[config.mk]
export PLATFORM = sky130hd
export DESIGN_NAME = serial_adder
export DESIGN_NICKNAME = d
export VERILOG_FILES = /design/src/rtl/serial_adder.sv
export SDC_FILE = /design/constraint.sdc
export NUM_CORES = 1
export LEC_CHECK = 0
export CAP_MARGIN = 25
export CELL_PAD_IN_SITES_DETAIL_PLACEMENT = 0
export CELL_PAD_IN_SITES_GLOBAL_PLACEMENT = 2
export CORE_AREA = 5 5 78 80
export DETAILED_ROUTE_END_ITERATION = 12
export DIE_AREA = 0 0 83 85
export PLACE_DENSITY_LB_ADDON = 0.1
export REMOVE_ABC_BUFFERS = 1
export SETUP_SLACK_MARGIN = 0.4
export SLEW_MARGIN = 10
export SYNTH_ARGS = -nofsm -noshare
export SYNTH_HDL_FRONTEND = slang
export SYNTH_SLANG_ARGS = --single-unit
[constraint.sdc]
create_clock -name clk -period 1.5 [get_ports clk]
set_input_delay 0.45 -clock clk [delete_from_list [all_inputs] [get_ports clk]]
set_output_delay 0.45 -clock clk [all_outputs]
set_load 0.02 [all_outputs]
[src/rtl/serial_adder.sv]
// Bit-serial adder: one full-adder cell evaluated once per clock, LSB first,
// with a carry flop closing the loop between consecutive bit positions.
module serial_adder #(
  parameter int WIDTH = 8
) (
  input  logic             clk,
  input  logic             rst_n,
  input  logic             start,
  input  logic [WIDTH-1:0] a,
  input  logic [WIDTH-1:0] b,
  input  logic             c_in,
  output logic             busy,
  output logic             done,
  output logic [WIDTH-1:0] sum,
  output logic             c_out
);

  // state  | meaning
  // S_IDLE | waiting for start; operands captured on the accepting edge
  // S_RUN  | one bit per edge through the adder cell, WIDTH edges total
  // S_DONE | single-cycle done pulse, start ignored
  typedef enum logic [1:0] {
    S_IDLE = 2'd0,
    S_RUN  = 2'd1,
    S_DONE = 2'd2
  } state_t;

  localparam int CW = (WIDTH > 1) ? $clog2(WIDTH) : 1;

  state_t           r_state;
  state_t           w_next;
  logic [WIDTH-1:0] r_opa;
  logic [WIDTH-1:0] r_opb;
  logic [WIDTH-1:0] r_acc;
  logic [WIDTH-1:0] r_sum;
  logic             r_carry;
  logic             r_cout;
  logic [CW-1:0]    r_cnt;
  logic             w_fa_sum;
  logic             w_fa_cout;
  logic             w_last;

  assign w_fa_sum  = r_opa[0] ^ r_opb[0] ^ r_carry;
  assign w_fa_cout = (r_opa[0] & r_opb[0]) | (r_carry & (r_opa[0] ^ r_opb[0]));
  assign w_last    = (r_cnt == CW'(WIDTH - 1));

  always_ff @(posedge clk or negedge rst_n) begin
    if (!rst_n) r_state <= S_IDLE;
    else        r_state <= w_next;
  end

  always_comb begin
    w_next = r_state;
    case (r_state)
      S_IDLE:  if (start)  w_next = S_RUN;
      S_RUN:   if (w_last) w_next = S_DONE;
      S_DONE:  w_next = S_IDLE;
      default: w_next = S_IDLE;
    endcase
  end

  always_comb begin
    busy = 1'b0;
    done = 1'b0;
    case (r_state)
      S_RUN:   busy = 1'b1;
      S_DONE:  done = 1'b1;
      default: begin
        busy = 1'b0;
        done = 1'b0;
      end
    endcase
  end

  always_ff @(posedge clk or negedge rst_n) begin
    if (!rst_n) begin
      r_opa   <= '0;
      r_opb   <= '0;
      r_acc   <= '0;
      r_carry <= 1'b0;
      r_cnt   <= '0;
      r_sum   <= '0;
      r_cout  <= 1'b0;
    end else if (r_state == S_IDLE) begin
      if (start) begin
        r_opa   <= a;
        r_opb   <= b;
        r_carry <= c_in;
        r_cnt   <= '0;
      end
    end else if (r_state == S_RUN) begin
      r_acc   <= {w_fa_sum, r_acc[WIDTH-1:1]};
      r_opa   <= r_opa >> 1;
      r_opb   <= r_opb >> 1;
      r_carry <= w_fa_cout;
      r_cnt   <= r_cnt + 1'b1;
      // Final bit goes straight to the result register alongside the shift.
      if (w_last) begin
        r_sum  <= {w_fa_sum, r_acc[WIDTH-1:1]};
        r_cout <= w_fa_cout;
      end
    end
  end

  assign sum   = r_sum;
  assign c_out = r_cout;

endmodule

Word-level counts from Yosys, hierarchy flattened:

Index checks and enable logic that the tools add are counted.

* output and inout port bits: 11
* bits of input ports: 20
* register bits: 39

* eq/ne operators: 5
* reductions and logical operators: 6
* add/sub/neg operators: 1
* multiplexer cells: 17
* bitwise operators: 6

Operators with widths (number)
* $mux W8: 6
* $mux W3: 3
* $reduce_and A2 Y1: 3
* $mux W1: 5
* $mux W2: 2
* $ne A2 B2 Y1 const B: 2
* $pmux W2 S2: 1
* $add A3 B1 Y3 const B: 1
* $eq A3 B3 Y1 const B: 1
* $reduce_and A3 Y1: 1
* $and A1 B1 Y1: 2
* $eq A2 B1 Y1 const B: 1
* $eq A2 B2 Y1 const B: 1
* $logic_not A2 Y1: 1
* $reduce_bool A2 Y1: 1
* $xor A1 B1 Y1: 2
* $not A1 Y1: 1
* $or A1 B1 Y1: 1

Longest topological paths before layout:

* depth in word-level cells: 5
* gate-level depth with buffers: 6
* depth with buffers taken out: 4

Least setup slack after synthesis:

Ideal clock, no wire load.

* kind: register -> output
* from: reg r_state[1]
* to: out done
* stages on the path, launching flop included: 4
* arrival time: 963 ps
* path slack: 87 ps
* required time: 1050 ps
* cell sequence: dfrtp_1 inv_1 buf_2 nor2_1

* cells in the longest elaborated chain, start to end: 2

RTL lines
* from (decl): RTL line 30 `state_t r_state;`
* from (signal assigned): RTL line 49 `else r_state <= w_next;`
* $eq A2 B2 Y1: RTL line 65 `case (r_state)`
* $mux W1: RTL line 65
* to (decl): RTL line 13 `output logic done,`

Every way passes these cells.

Worst setup path in the final report:

* from: reg r_state[1]
* to: out busy

* cells in the longest elaborated chain, start to end: 2

RTL lines
* $eq A2 B1 Y1: RTL line 65
* $mux W1: RTL line 65
* to (decl): RTL line 12 `output logic busy,`

Every way passes these cells.

==> impl_metrics.env <==
export IMPL_grt_max_degree=39
export IMPL_finalPower_w=0.00545
export IMPL_clock_sinks=38
export IMPL_fp_dieH_um=85
export IMPL_htree_levels=2
export IMPL_drt_pass1_iterations=3
export IMPL_start_util_pct=31.5
export IMPL_grt_pass1_vias=1410
export IMPL_drc=0
export IMPL_relSlewSlack_pct=82.7
export IMPL_worst_pin_slew_ns=0.259
export IMPL_final_common_cell="dfrtp_1"
export IMPL_grt_overflow=0
export IMPL_ctsHoldBuffers=0
export IMPL_worst_clock_skew_ns=0.00617
export IMPL_rows=27
export IMPL_antenna_found_initial=0
export IMPL_cp_arrival_ns=1.01
export IMPL_outcome="finished clean"
export IMPL_p_leak_nw=1.16
export IMPL_grt_pass1_wl_um=7010
export IMPL_track_usage_pct=12.4
export IMPL_clk_insertion_delay_late_ns=0.29
export IMPL_maxCapViolCount=0
export IMPL_end_kind="output pin"
export IMPL_dieArea_um2=7060
export IMPL_nets=227
export IMPL_nFillCells=507
export IMPL_chipWidth_um=83
export IMPL_cp_required_ns=1.05
export IMPL_setup_violations=0
export IMPL_startpoint_type="flop"
export IMPL_seqCellArea_um2=953
export IMPL_final_cell_mix="dfrtp_1, nand2_1, buf_4"
export IMPL_worst_path_max_fanout=3
export IMPL_finalHoldViolCount=0
export IMPL_numCtsBuffers=5
export IMPL_ant_nets=0
export IMPL_drive_above_1_share_pct=49.3
export IMPL_io_buffers=30
export IMPL_n_antenna_cell=0
export IMPL_synth_seq_area_share_pct=56.6
export IMPL_place_hpwl_um=2670
export IMPL_p_per_area_nw_per_um2=2040
export IMPL_synthesis_area_um2=1680
export IMPL_cts_max_path_buffers=2
export IMPL_min_period_ns=1.46
export IMPL_gp_congestion=0.739
export IMPL_slew_viol_final=0
export IMPL_crit_type="flop to output pin"
export IMPL_vias=1325
export IMPL_clockRootBuffer="clkbuf_8"
export IMPL_ir_drop_mv=0.656
export IMPL_multi_input_area_um2=912
export IMPL_cts_tree="done"
export IMPL_synth_distinct_cells=25
export IMPL_holdCritPathClass="input port to async pin"
export IMPL_wl_per_cell_um=15.5
export IMPL_syn_inst=145
export IMPL_rsz0062_at_grt="yes"
export IMPL_timing_hold_ws_ns=0.121
export IMPL_period_share_pct=97.6
export IMPL_synthToLayoutAreaGrowth_pct=58.8
export IMPL_fmax_ghz=0.683
export IMPL_ys_warn_count=0
export IMPL_ys_seq_elements=38
export IMPL_drt_iter0_drc=35
export IMPL_viasPerCell=4.78
export IMPL_clkTransAtPathRegs_ns=0.08
export IMPL_io_pins=31
export IMPL_syn_avg_cell_area_um2=11.6
export IMPL_wl_um=4300
export IMPL_core_um2=5340
registers in the layout (all words and copies together) (netlist names):
name,flops
c_out,1
r_acc,7
r_carry,1
r_cnt,3
r_opa,8
r_opb,8
r_state,2
sum,8
per-stage QoR:
| step | util, % | instance area, um^2 | cells | setup WS, ns | setup TNS (ns) |
|---|---|---|---|---|---|
| 4_1_cts | 46.3 | 2470 | 272 | 0.0182 | 0 |
| 3_5_place_dp | 39.6 | 2120 | 251 | -0.227 | -3.50 |
| 6_report | 50.0 | 2670 | 277 | 0.0361 | 0 |
| 3_3_place_gp | 39.6 | 2120 | 251 | -0.157 | -2.54 |
| 5_1_grt | 50.0 | 2670 | 277 | -0.00237 | -0.00237 |
| 2_1_floorplan | - | 1620 | 136 | 0.127 | 0 |
power breakdown:
| part | switching (W) | total (W) | internal [W] |
|---|---|---|---|
| registers | 0.000420 | 0.00193 | 0.00151 |
| logic | 0.00118 | 0.00266 | 0.00148 |
| clock network | 0.000371 | 0.000861 | 0.000490 |
per-layer routing:
metal / up-vias / wire [um] / share of wire [%] / track usage [%]
met5: - / 0 / 0 / 0
met4: 0 / 74 / 1.7 / 4.31
met3: 8 / 161 / 3.7 / 3.79
met2: 30 / 2100 / 49 / 21.1
met1: 646 / 1960 / 46 / 14.8
li1: 641 / - / - / -
what timing repair did:
action	CTS	global route
setup buffers	11	5
resized for setup	96	38
endpoints found under the setup margin	43	43
pin swaps	13	15
hold endpoints to repair	0	0
cloned	2	0
kinds of logic after synthesis:
group | count (synthesis) | share of synthesized area, %
AOI/OAI and AO/OA | 48 | 18.0
adders and majority gates | 3 | 2.68
buffers and inverters | 13 | 4.62
DFF | 38 | 56.6
muxes | 9 | 8.04
and+or+nand+nor | 34 | 10.1
synth_stat cells:
cell,instances,area (um^2)
a21oi_1,13,65.1
a22o_1,2,17.5
a2bb2oi_1,1,8.76
a32o_1,1,10.0
buf_2,3,15.0
buf_4,4,30.0
buf_6,1,11.3
clkbuf_1,1,3.75
dfrtp_1,38,951
fa_1,1,20.0
ha_1,2,25.0
inv_1,3,11.3
inv_4,1,6.26
mux2_4,9,135
nand2_1,23,86.3
nand2_8,1,20.0
nand2b_1,2,12.5
nand2b_4,1,13.8
nand3b_1,2,15.0
nor2_1,4,15.0
nor2b_1,1,6.26
o21ai_0,3,15.0
o21bai_1,1,7.51
o221a_2,2,22.5
o22ai_1,25,156
worst paths after layout:
kind                                             start                      to  slack (ns)  cells after the start
max in group asynchronous                        rst_n  r_state[0]$_DFFE_PN0P_        1.17                      2
min in group clk                  r_acc[1]$_DFFE_PN0P_    r_acc[1]$_DFFE_PN0P_        0.50                      2
worst min register to register    r_acc[1]$_DFFE_PN0P_    r_acc[1]$_DFFE_PN0P_        0.50                      2
worst min-delay path                             rst_n      sum[5]$_DFFE_PN0P_        0.12                      2
worst max-delay path            r_state[1]$_DFFE_PN0P_                    busy        0.04                      3
worst max register to register  r_state[1]$_DFFE_PN0P_     r_carry$_DFFE_PN0P_        0.10                      7
critical path, stage by stage (launching register included):
cell	delay [ns]
dfrtp_1	0.40
nand2b_4	0.16
inv_4	0.06
buf_6	0.11
cell type report:
cell class                      count  area share [%]
Clock buffer                        5            2.58
Sequential cell                    38            35.7
Tap cell                           72            3.38
Multi-Input combinational cell     95            34.2
Inverter                            4           0.797
Timing Repair Buffer               60            21.8
Clock inverter                      3            1.50
Note: power is estimated with default switching activity, not from simulation.
